==> src/rtl/rom_rd_arbiter.sv <==
// Round-robin arbiter sharing one ROM read channel among N_REQ requesters.
// An in-order tag FIFO steers each returned word back to the requester that issued the address.
module rom_rd_arbiter #(
  parameter int N_REQ    = 2,
  parameter int W_ADDR   = 16,
  parameter int W_DATA   = 16,
  parameter int MAX_OUTS = 4
) (
  input  logic                    clk,
  input  logic                    rst,
  input  logic [N_REQ-1:0]        req_addr_valid,
  output logic [N_REQ-1:0]        req_addr_ready,
  input  logic [N_REQ*W_ADDR-1:0] req_addr_data,
  output logic [N_REQ-1:0]        req_data_valid,
  input  logic [N_REQ-1:0]        req_data_ready,
  output logic [W_DATA-1:0]       req_data_data,
  output logic                    mem_addr_valid,
  input  logic                    mem_addr_ready,
  output logic [W_ADDR-1:0]       mem_addr_data,
  input  logic                    mem_data_valid,
  output logic                    mem_data_ready,
  input  logic [W_DATA-1:0]       mem_data_data
);

  localparam int W_TAG = $clog2(N_REQ);
  localparam int W_PTR = $clog2(MAX_OUTS);
  localparam int W_CNT = W_PTR + 1;

  typedef logic [W_TAG-1:0] tag_t;

  tag_t             rr_ptr_q, rr_ptr_d;
  tag_t             gnt_q, gnt_d;
  logic             lock_q, lock_d;
  tag_t             tag_mem_q [MAX_OUTS];
  logic [W_PTR-1:0] wr_ptr_q, rd_ptr_q;
  logic [W_CNT-1:0] count_q, count_d;

  tag_t gnt;
  tag_t cand;
  tag_t head;
  logic found;
  logic fifo_full;
  logic fifo_empty;
  logic accept;
  logic pop;
  int   idx;

  // NOTE: every variable written here gets a default first, so no path leaves one unassigned (no latch).
  always_comb begin
    gnt   = rr_ptr_q;
    found = 1'b0;
    cand  = '0;
    idx   = 0;
    if (lock_q) begin
      gnt = gnt_q;
    end else begin
      for (int k = 0; k < N_REQ; k++) begin
        idx = int'(rr_ptr_q) + k;
        if (idx >= N_REQ) idx = idx - N_REQ;
        cand = tag_t'(idx);
        if (!found && req_addr_valid[cand]) begin
          gnt   = cand;
          found = 1'b1;
        end
      end
    end
  end

  assign fifo_full  = (count_q == W_CNT'(MAX_OUTS));
  assign fifo_empty = (count_q == '0);
  assign head       = tag_mem_q[rd_ptr_q];

  // rst gates the handshake outputs directly so they fall the moment reset is asserted.
  assign mem_addr_valid = rst && req_addr_valid[gnt] && !fifo_full;
  assign mem_addr_data  = req_addr_data[int'(gnt)*W_ADDR +: W_ADDR];
  assign mem_data_ready = rst && !fifo_empty && req_data_ready[head];
  assign req_data_data  = mem_data_data;

  always_comb begin
    for (int i = 0; i < N_REQ; i++) begin
      req_addr_ready[i] = rst && (tag_t'(i) == gnt) && mem_addr_ready && !fifo_full;
      req_data_valid[i] = rst && mem_data_valid && !fifo_empty && (head == tag_t'(i));
    end
  end

  assign accept = mem_addr_valid && mem_addr_ready;
  assign pop    = mem_data_valid && mem_data_ready;

  always_comb begin
    rr_ptr_d = rr_ptr_q;
    gnt_d    = gnt_q;
    lock_d   = lock_q;
    count_d  = count_q;
    if (accept) begin
      lock_d   = 1'b0;
      rr_ptr_d = (int'(gnt) == N_REQ - 1) ? '0 : gnt + tag_t'(1);
    end else if (mem_addr_valid) begin
      // Freeze the presented requester until the ROM wrapper takes it.
      lock_d = 1'b1;
      gnt_d  = gnt;
    end
    case ({accept, pop})
      2'b10:   count_d = count_q + W_CNT'(1);
      2'b01:   count_d = count_q - W_CNT'(1);
      default: count_d = count_q;
    endcase
  end

  // NOTE: state registers use non-blocking assignments so every flop samples pre-edge values.
  always_ff @(posedge clk or negedge rst) begin
    if (!rst) begin
      rr_ptr_q <= '0;
      gnt_q    <= '0;
      lock_q   <= 1'b0;
      wr_ptr_q <= '0;
      rd_ptr_q <= '0;
      count_q  <= '0;
    end else begin
      rr_ptr_q <= rr_ptr_d;
      gnt_q    <= gnt_d;
      lock_q   <= lock_d;
      count_q  <= count_d;
      if (accept) wr_ptr_q <= wr_ptr_q + W_PTR'(1);
      if (pop)    rd_ptr_q <= rd_ptr_q + W_PTR'(1);
    end
  end

  // NOTE: tag storage is not reset; entries are only read while count_q marks them valid.
  always_ff @(posedge clk) begin
    if (accept) tag_mem_q[wr_ptr_q] <= gnt;
  end

  a_no_data_when_empty: assert property (@(posedge clk) disable iff (!rst)
    !(mem_data_valid && fifo_empty));

endmodule

==> config.mk <==
export PLATFORM = sky130hd
export DESIGN_NAME = rom_rd_arbiter
export DESIGN_NICKNAME = d
export VERILOG_FILES = /design/src/rtl/rom_rd_arbiter.sv
export SDC_FILE = /design/constraint.sdc
export NUM_CORES = 1
export LEC_CHECK = 0
export ABC_AREA = 0
export CELL_PAD_IN_SITES_DETAIL_PLACEMENT = 1
export CELL_PAD_IN_SITES_GLOBAL_PLACEMENT = 2
export CORE_MARGIN = 2
export CORE_UTILIZATION = 33
export DETAILED_ROUTE_END_ITERATION = 12
export DONT_BUFFER_PORTS = 1
export PLACE_DENSITY_LB_ADDON = 0.15
export SLEW_MARGIN = 20
export SYNTH_ARGS = -nofsm -noshare
export SYNTH_HDL_FRONTEND = slang
export SYNTH_SLANG_ARGS = --single-unit
==> constraint.sdc <==
create_clock -name clk -period 2.6 [get_ports clk]
set_input_delay 0.39 -clock clk [delete_from_list [all_inputs] [get_ports clk]]
set_output_delay 0.39 -clock clk [all_outputs]
set_load 0.01 [all_outputs]
==> metrics.md <==
| Metric | Value |
|---|---|
| Max Cap Viol | `0` |
| First-pass GRT wire length | `3770 um` |
| I/O pins | `94` |
| Ant. Diodes | `0` |
| Startpoint Class | `flop` |
| Warnings from Yosys | `0` |
| Slew at the pin with the worst max-slew slack | `0.524 ns` |
| Worst Path Buf+Inv | `1` |
| Mapped Nets | `approximately 180` |
| Sw frac | `roughly 44%` |
| Clk pwr share | `10.7%` |
| Pwr dens | `993 mW/mm2` |
| Post-synth top cells | `18 x buf_4, 16 x mux2_1, 10 x dfrtp_1, 9 x nor2_1, 8 x mux2i_1` |
| GR Overflow Total | `0` |
| CTS Root Cell | `clkbuf_4` |
| Mapped cell area | `0.00120 mm2` |
| Seq. cell area | `370 um2` |
| Nets | `~160` |
| Hold crit path type | `input port to flop` |
| Psw | `520 uW` |
| P_int | `651 uW` |
| Post-synthesis sequential area ratio | `30.8%` |
| Antenna violations before repair | `0` |
| Htree depth | `1` |
| Die X | `64.4 um` |
| Port Buffer Count | `0` |
| Pre-CTS setup slack | `0.343 ns` |
| Worst-path cell chain | `mux2i_1 > mux2i_1 > mux2i_1 > nor2_1 > ha_1 > inv_1 > fa_1 > xor2_1 > nor2_1 > xnor2_1` |
| Crit Path Category | `flop to flop` |
| Residual DRC | `0` |
| Comb pwr share | `51.6%` |
| Vias in the first global route | `slightly below 800` |
| Clock Latency Late Sink | `0.28 ns` |
| CTS tree | `yes` |
| Clock transition at path regs | `0.09 ns` |
| Routability congestion estimate | `0.594` |
| Biggest area consumer among synthesized cells | `dfrtp_1` |
| Distinct cells, synth | `32` |
| Via-per-instance ratio | `5.15` |
| ANT nets after route | `0` |
| Via count | `757` |
| Final period util | `86.8%` |
| Crit path from | `rd_ptr_q[1]$_DFFE_PN0P_` |
| Initial drt markers | `18` |
| Synth top area cells | `dfrtp_1 21%, mux2_1 15%, buf_4 11%` |
| Initial Util | `35.2%` |
| Max Freq | `443 MHz` |
| Slew HR | `65.0%` |
| Max incr delay on CP | `0.41 ns` |
| Die Height | `64.4 um` |
| CTS Sinks | `14` |
| Final min period | `2.26 ns` |
| Ys async rst share | `a little under three quarters` |
| Worst Setup End Kind | `flop` |
| Final Skew | `~0.0037 ns` |
| Hold path start | `mem_addr_ready` |
| Std-Cell Core Area | `0.00342 mm2` |
| GRT Overall Usage | `11.6%` |
| Largest net degree at the start of global routing | `24` |
| Data required, critical path | `2.80 ns` |
| Area grow syn2layout | `-2.08%` |
| Leak | `0.000478 uW` |
| Final HPWL DP | `1970 um` |
| Synth Flop Type | `dfrtp_1` |
| Post-CTS resize count | `0` |
| Placed Area | `0.00114 mm2` |
| Final Total Pwr | `1170 uW` |
| Setup ws final | `around 0.34 ns` |
| Cell mode on critical path | `mux2i_1` |
| Outcome | `finished, final reports clean` |
| Reg power frac | `37.7%` |
| CTS buffer count | `3` |
| Mean Syn Cell Area | `10.7 um2` |
| Most frequent cell after synthesis | `buf_4` |
| CP delay by family, top | `multiplexers` |
| Die area | `0.00415 mm2` |
| Fin cells | `~150` |
| Post-synth top area share | `20.8%` |
| RSZ-0062 raised after global routing | `false` |
| Share of layout cells above drive strength 1 | `around 14%` |
| Synth Register Bits | `14` |
| Fin. Hold Viols | `0` |
| Setup TNS | `0 ns` |
| Slowest cell on the critical path | `dfrtp_1` |
| R2R Path Start | `rd_ptr_q[1]$_DFFE_PN0P_` |
| Setup violators final | `0` |
| Crit Path Max Fanout | `3` |
| Number of synthesized flops with an enable pin | `4` |
| Slew Limit Fails | `0` |
| Fin area | `around 0.0012 mm2` |
| DR pass1 iterations | `4` |
| WP data arrival | `2.45 ns` |
| DR WL/cell | `16.4 um` |
| Post-Syn Instances | `113` |
| FP Rows | `21` |
| Peak VDD IR | `0.354 mV` |
| Area of the multi-input gates | `673 um2` |
| Drt total wl | `2410 um` |
| Placed cells | `142` |
| Clock Path Buffers | `2` |
| Fill count | `388` |
-- worst register-to-register path, stage by stage (launching register included) --
cell	delay (ns)
dfrtp_1	0.41
mux2i_1	0.28
mux2i_1	0.16
mux2i_1	0.16
nor2_1	0.12
ha_1	0.20
inv_1	0.07
fa_1	0.38
xor2_1	0.15
nor2_1	0.12
xnor2_1	0.14
-- final cells by class --
| class | instances | area share (%) |
|---|---|---|
| sequential | 14 | 31.4 |
| timing repair buffer | 2 | 1.49 |
| clock buffer | 3 | 1.91 |
| clock inverter | 1 | 0.318 |
| inverter | 9 | 2.87 |
| tap | 46 | 4.88 |
| multi-input combinational | 72 | 57.1 |
-- through the flow --
step	hold WS (ns)	utilization (%)
after global routing	0.171	34.5
after detailed placement	0.0947	33.4
after global placement	0.0948	33.4
after CTS	0.185	34.5
after floorplan	0.0944	-
final	0.195	34.5
-- flip-flops by register name (all words and copies together), names as in the netlist --
signal,count
count_q,3
gnt_q,1
lock_q,1
rd_ptr_q,2
rr_ptr_q,1
tag_mem_q,4
wr_ptr_q,2
-- worst paths after layout --
path,endpoint,slack [ns],cells past startpoint
hold / removal,lock_q$_DFFE_PN0P_,0.19,1
min in group asynchronous,rd_ptr_q[0]$_DFFE_PN0P_,0.50,1
max in group asynchronous,count_q[0]$_DFFE_PN0P_,1.76,1
setup reg to reg,count_q[2]$_DFFE_PN0P_,0.34,10
hold reg to reg,rd_ptr_q[1]$_DFFE_PN0P_,0.53,1
setup / recovery,count_q[2]$_DFFE_PN0P_,0.34,10
-- power groups by stage --
stage | registers [uW] | logic [uW] | clock network, uW
after global placement | 444 | 598 | 0
after floorplan | 419 | 553 | 0
after detailed placement | 447 | 609 | 0
after global routing | 460 | 676 | 150
after CTS | 443 | 618 | 135
final | 441 | 604 | 126
-- logic make-up (layout without fill, tap and decap cells) --
group / after synthesis / count (layout) / share of synthesized area, %
AO/OA/AOI/OAI: 16 / 16 / 12.5
XOR/XNOR: 5 / 5 / 3.64
adder cells (fa/ha/maj): 6 / 6 / 6.86
buffers and inverters: 27 / 15 / 14.0
flip-flops: 14 / 14 / 30.8
multiplexers: 25 / 25 / 22.9
AND/OR/NAND/NOR: 20 / 20 / 9.36
-- layer usage --
| metal | track usage [%] | wire [um] | part of all wire [%] | vias up |
|---|---|---|---|---|
| li1 | - | - | - | 356 |
| met1 | 13.0 | 938 | 39 | 367 |
| met2 | 20.2 | 1250 | 52 | 28 |
| met3 | 5.46 | 200 | 8.3 | 6 |
| met4 | 2.13 | 16 | 0.67 | 0 |
| met5 | 0 | 0 | 0 | - |
-- cells in the final DEF (no fill, tap or decap), drive strengths merged --
cell	n
mux2	17
dfrtp	10
nor2	10
inv	9
mux2i	8
o31ai	6
ha	5
and2	4
edfxtp	4
xnor2	3
clkbuf	3
o21ai	3
xor2	2
o311ai	2
a21oi	1
nand2	1
nand2b	1
a21boi	1
o22ai	1
and2b	1
nor2b	1
o2bb2a	1
or3	1
o41ai	1
nor3b	1
fa	1
clkinv	1
dlygate4sd3	1
buf	1
-- what timing repair did --
item / CTS / global route
hold endpoints to repair: 10 / 0
setup buffers: 0 / 0
hold buffers: 1 / 0
No activity file was read; power rests on OpenSTA's default activity.
